==> src/rtl/lc3_decode.sv <==
// LC-3 style fetch/decode controller: sequences memory wait, instruction latch and issue,
// and tracks condition codes. Define DECODE_ILLEGAL_TRAP_EN to trap opcode 4'b1101 into HALT.
module lc3_decode #(
    parameter int MEM_LAT = 2
) (
    input  logic        clk,
    input  logic        rst,
    input  logic        run_in,
    input  logic [15:0] instr_in,
    input  logic        wb_valid_in,
    input  logic [15:0] wb_value_in,
    output logic        fetch_start,
    output logic [3:0]  opCode_out,
    output logic [8:0]  offset_out,
    output logic [2:0]  br_nzp,
    output logic [2:0]  result_nzp,
    output logic [15:0] ir_out,
`ifdef DECODE_ILLEGAL_TRAP_EN
    output logic        illegal_out,
`endif
    output logic        busy_out
);

    typedef enum logic [2:0] {
        S_IDLE,
        S_WAIT_MEM,
        S_LATCH,
        S_ISSUE
`ifdef DECODE_ILLEGAL_TRAP_EN
        , S_HALT
`endif
    } state_t;

    localparam logic [2:0] LAT_M1 = 3'(MEM_LAT - 1);
    localparam logic [3:0] OP_ILLEGAL = 4'hD;

    state_t             r_state;
    state_t             w_next;
    logic [2:0]         r_cnt;
    logic [15:0]        r_ir;
    logic [2:0]         r_nzp;

    function automatic logic [2:0] nzp_of(input logic signed [15:0] v);
        if (v < 0)
            return 3'b100;
        else if (v == 0)
            return 3'b010;
        else
            return 3'b001;
    endfunction

    always_ff @(posedge clk or posedge rst) begin
        if (rst)
            r_state <= S_IDLE;
        else
            r_state <= w_next;
    end

    always_comb begin
        w_next = r_state;
        case (r_state)
            S_IDLE:     if (run_in) w_next = S_WAIT_MEM;
            S_WAIT_MEM: if (r_cnt == 3'd0) w_next = S_LATCH;
            S_LATCH: begin
`ifdef DECODE_ILLEGAL_TRAP_EN
                if (instr_in[15:12] == OP_ILLEGAL)
                    w_next = S_HALT;
                else
`endif
                    w_next = S_ISSUE;
            end
            // run_in is only consulted here, so an instruction in flight always completes
            S_ISSUE:    w_next = run_in ? S_WAIT_MEM : S_IDLE;
`ifdef DECODE_ILLEGAL_TRAP_EN
            S_HALT:     w_next = S_HALT;
`endif
            default:    w_next = S_IDLE;
        endcase
    end

    // Latency counter: loaded on entry to WAIT_MEM so the wait lasts MEM_LAT cycles
    always_ff @(posedge clk or posedge rst) begin
        if (rst)
            r_cnt <= 3'd0;
        else if (w_next == S_WAIT_MEM && r_state != S_WAIT_MEM)
            r_cnt <= LAT_M1;
        else if (r_state == S_WAIT_MEM && r_cnt != 3'd0)
            r_cnt <= r_cnt - 3'd1;
    end

    always_ff @(posedge clk or posedge rst) begin
        if (rst)
            r_ir <= 16'h0000;
        else if (r_state == S_LATCH)
            r_ir <= instr_in;
    end

    always_ff @(posedge clk or posedge rst) begin
        if (rst)
            r_nzp <= 3'b010;
        else if (wb_valid_in)
            r_nzp <= nzp_of(wb_value_in);
    end

    assign fetch_start = (r_state == S_ISSUE);
    assign busy_out    = (r_state != S_IDLE);
    assign ir_out      = r_ir;
    assign offset_out  = r_ir[8:0];
    assign result_nzp  = r_nzp;

`ifdef DECODE_ILLEGAL_TRAP_EN
    assign opCode_out  = r_ir[15:12];
    assign br_nzp      = r_ir[11:9];
    // HALT is only left through reset, so the state itself is the sticky flag
    assign illegal_out = (r_state == S_HALT);
`else
    logic w_illegal_op;
    // Opcode 1101 degrades to a never-taken branch
    assign w_illegal_op = (r_ir[15:12] == OP_ILLEGAL);
    assign opCode_out   = w_illegal_op ? 4'h0 : r_ir[15:12];
    assign br_nzp       = w_illegal_op ? 3'b000 : r_ir[11:9];
`endif

endmodule

==> config.mk <==
export PLATFORM = sky130hd
export DESIGN_NAME = lc3_decode
export DESIGN_NICKNAME = d
export VERILOG_FILES = /design/src/rtl/lc3_decode.sv
export SDC_FILE = /design/constraint.sdc
export NUM_CORES = 1
export LEC_CHECK = 0
export CAP_MARGIN = 20
export CORE_AREA = 2 2 48 50
export CTS_BUF_LIST = sky130_fd_sc_hd__clkbuf_8
export DETAILED_ROUTE_END_ITERATION = 8
export DIE_AREA = 0 0 50 52
export DONT_BUFFER_PORTS = 1
export HOLD_SLACK_MARGIN = 0.08
export PLACE_DENSITY = 0.86
export SLEW_MARGIN = 20
export SYNTH_ARGS = -nofsm -noshare
export SYNTH_HDL_FRONTEND = slang
export SYNTH_SLANG_ARGS = --single-unit
==> constraint.sdc <==
create_clock -name clk -period 2 [get_ports clk]
set_input_delay 0.6 -clock clk [delete_from_list [all_inputs] [get_ports clk]]
set_output_delay 0.6 -clock clk [all_outputs]
set_load 0.005 [all_outputs]
=== After elaboration in Yosys (flattened, before gate mapping) ===
Cells that the tools add are included.
Widths: inputs -> output; s select.

* Bits of input ports: 36
* Register bits after elaboration: 25
* Word-level logic and storage cells: 30

* Add/subtract/negate cells: 1
* Order comparisons: 1
* Muxes and demuxes: 10
* Reductions and logical operators: 8
* Eq/ne operators: 6

{| class="wikitable"
|+ Operator list
! cell !! count
|-
| $logic_not 32->1 || 1
|-
| $mux 3 || 6
|-
| $lt 16x1->1 const B || 1
|-
| $pmux 3 s4 || 1
|-
| $eq 3x1->1 const B || 2
|-
| $eq 3x2->1 const B || 2
|-
| $logic_not 3->1 || 2
|-
| $reduce_bool 3->1 || 2
|-
| $eq 4x4->1 const B || 1
|-
| $mux 4 || 1
|-
| $ne 3x1->1 const B || 1
|-
| $sub 3x1->3 const B || 1
|-
| $logic_and 1x1->1 || 2
|-
| $mux 2 || 1
|-
| $reduce_bool 2->1 || 1
|-
| $mux 1 || 1
|}

=== Depth between registers and ports, before layout ===
* Depth in word-level cells: 6
* Mapped depth: 5

=== Least setup slack after synthesis ===
OpenSTA, ideal clock, no wires.

* Kind: reg2out
* From: register r_state[2]
* To: output port busy_out
* Cell stages (with the launch flop): 2
* Path buffers: 0
* Data arrival time: 914 ps
* Required time: 1400 ps
* Slack: 486 ps
* Path through: dfrtp_1 -> or3_2

* Cells in the longest elaborated chain, start to end: 1

{| class="wikitable"
|+ RTL lines
! what !! line !! text
|-
| from (decl) || 37 || <nowiki>state_t r_state;</nowiki>
|-
| from (signal assigned) || 56 || <nowiki>r_state <= w_next;</nowiki>
|-
| $reduce_bool 3->1 || 106 || <nowiki>assign busy_out = (r_state != S_IDLE);</nowiki>
|-
| to (decl) || 21 || <nowiki>output logic busy_out</nowiki>
|}

No other way between the ends.

=== Worst setup path after layout ===
Ends and elaborated chain as after synthesis.

==> out/metrics.yaml <==
final_layout:
  final_nets: 136
  final_cells: 125
  diodes: 0
  drive_above_1_share: 0.278
  n_fill_cell: 160
  area_growth_pct: 0.614
critical_path:
  setup.worst_path.class: "reg -> out"
  crit_required_ns: 1.40
  cp_slowest_cell: "or3_2"
  timing.rr.end: "ir_out[5]"
  worstSetupEndpointType: "output port"
  critPathArrivalTime_ns: 1.25
  ff2ff_path_depth: 3
  cp-start-kind: "flop"
  crit_buf_inv: 0
  r2r_start: "r_state[0]"
  cpPeakStageDelay_ns: 0.52
  cp_max_fo: 7
  critPathTopFamily: "simple AND/OR/NAND/NOR gates"
  path_cells: "or3_2"
  r2r_slack_ns: 0.47
yosys:
  syn_inst: 103
  syn_avg_cell_area_um2: 11.9
  synth_cell_types: 34
  synth.net_count: 141
  asyncSetResetFlopFracSynth: 1.00
  ys_seq_area_frac: 0.513
  synth_edf_count: 0
  synthTopCellsByArea: "dfrtp_1 49%, mux2_2 16%, buf_4 5.5%"
  synth_flop_cell: "dfrtp_1"
  yosys.area.top_type: "dfrtp_1"
  yosys_warnings: 0
  synth-seq-cells: 25
  synth_area_um2: 1220
  synth_top_area_share: 0.491
route:
  avgViaCountPerCell: 5.93
  drtAntennaViolNets: 0
  drc_errors: 0
  routed_wl_um: 2090
  wl_per_cell_um: 16.8
  num_vias: 741
  dr.pass1.iters: 4
  first_iter_violations: 11
cts:
  insertion_delay_ns: 0.26
  cts_resized: 0
  cts_tree: "built"
  numCtsBuffers: 3
  clock_path_buffers: 2
  cts_root_buf: "clkbuf_8"
  ctsHoldBuffers: 0
  cts_setup_buffers: 0
  cts.sinks: 25
  cts_max_level: 1
  clk_pin_slew_ns: 0.08
place:
  place_congestion: 0.802
  port_buffers: 0
  hpwl_um: 1690
  dp.cells: 121
floorplan:
  rows: 17
  ios: 73
  core_area_um2: 2110
  die_h_um: 52
  die_x_um: 50
  dieArea_um2: 2600
  start_util: 0.581
global_routing:
  grt_first_pass_wirelength_um: 3230
  grt_use_total: 0.168
  grt_max_degree: 14
  gr-total-overflow: 0
  grt_pass1_vias: 793
  antenna_found_initial: 0
timing:
  drv_slew: 0
  rsz0062_at_grt: "false"
  clock.fmax_mhz: 542
  fin_crit_sh: 0.923
  setup_violations: 0
  slew-limit-headroom: 0.652
  setup_tns_ns: 0
  clock_skew_ns: 0.00121
  min_period_ns: 1.85
  worstMarginPinSlew_ns: 0.520
  hold_viol: 0
run_status:
  outcome: "complete, no violations"
power_and_ir_drop:
  worst_ir_drop_vdd_mv: 0.520
  power_mw: 1.61
  p_leak_nw: 0.570
  power_density_nw_per_um2: 1310
min_path:
  hold_class: "in -> async"
flow_run:
  cap_violations: 0
[per-layer routing]
metal	GRT usage	share of wire	vias to the layer above
li1	-	-	334
met1	0.160	0.37	377
met2	0.322	0.57	26
met3	0.0489	0.054	4
met4	0.0833	0.010	0
met5	0	0	-
[cell usage after synthesis (all sizes together), types with 2 or more instances]
| cell type | count |
|---|---|
| dfrtp | 24 |
| a21oi | 3 |
| nand2 | 2 |
| inv | 5 |
| and2 | 6 |
| ha | 2 |
| mux2 | 17 |
| nor3b | 2 |
| buf | 11 |
| o21ai | 4 |
| nor4 | 4 |
| nand2b | 3 |
| nand3 | 2 |
[layout make-up]
cell class	count	area [µm²]	share of cell area
Clock inverter	1	3.75	0.00305
Multi-Input combinational cell	61	489	0.398
Sequential cell	25	627	0.510
Clock buffer	3	41.3	0.0336
Timing Repair Buffer	2	15.0	0.0122
Tap cell	28	35.0	0.0285
Inverter	5	18.8	0.0153
[registers in the layout (all words and copies together) (netlist names)]
signal,count
ir_out,16
r_cnt,3
r_state,3
result_nzp,3
[cell families (layout without fill, tap and decap cells)]
group	Yosys count	after routing	synth area share
other	1	1	0.00307
buffers and inverters	17	11	0.0870
AOI/OAI and AO/OA	9	9	0.0420
adders and majority gates	2	2	0.0205
and+or+nand+nor	30	30	0.163
xor gates and xnor gates	1	1	0.00717
DFF	25	25	0.513
muxes	18	18	0.165
[cells in the final DEF, fill, tap and decap left out, types with 2 or more instances in the layout]
cell      instances
dfrtp_1          24
nand2b_1          3
nand2_1           2
ha_1              2
nand3_1           2
and2_1            6
mux2_2           17
buf_4             2
nor4_1            4
clkbuf_8          3
o21ai_0           4
a21oi_1           3
inv_1             6
[worst max-delay path by stage]
stage,cells past startpoint,startpoint,to
6_report,1,r_state[2],busy_out
5_1_grt,1,r_state[2],busy_out
4_1_cts,1,r_state[2],busy_out
3_5_place_dp,1,r_state[2],busy_out
3_3_place_gp,1,r_state[2],busy_out
2_1_floorplan,1,r_state[2],busy_out
[metrics by stage]
stage | util | setup WS (ns) | area, µm² | hold slack, ns
2_1_floorplan | - | 0.486 | 1220 | 0.453
3_3_place_gp | 0.563 | 0.464 | 1180 | 0.471
3_5_place_dp | 0.563 | 0.444 | 1180 | 0.485
4_1_cts | 0.584 | 0.149 | 1230 | 0.248
5_1_grt | 0.584 | 0.118 | 1230 | 0.276
6_report | 0.584 | 0.155 | 1230 | 0.235
[power breakdown]
part           internal (mW)  switching (mW)
Combinational          0.232           0.173
Sequential             0.706           0.220
Clock                  0.137           0.145
Power figures use the tool's default switching activity.
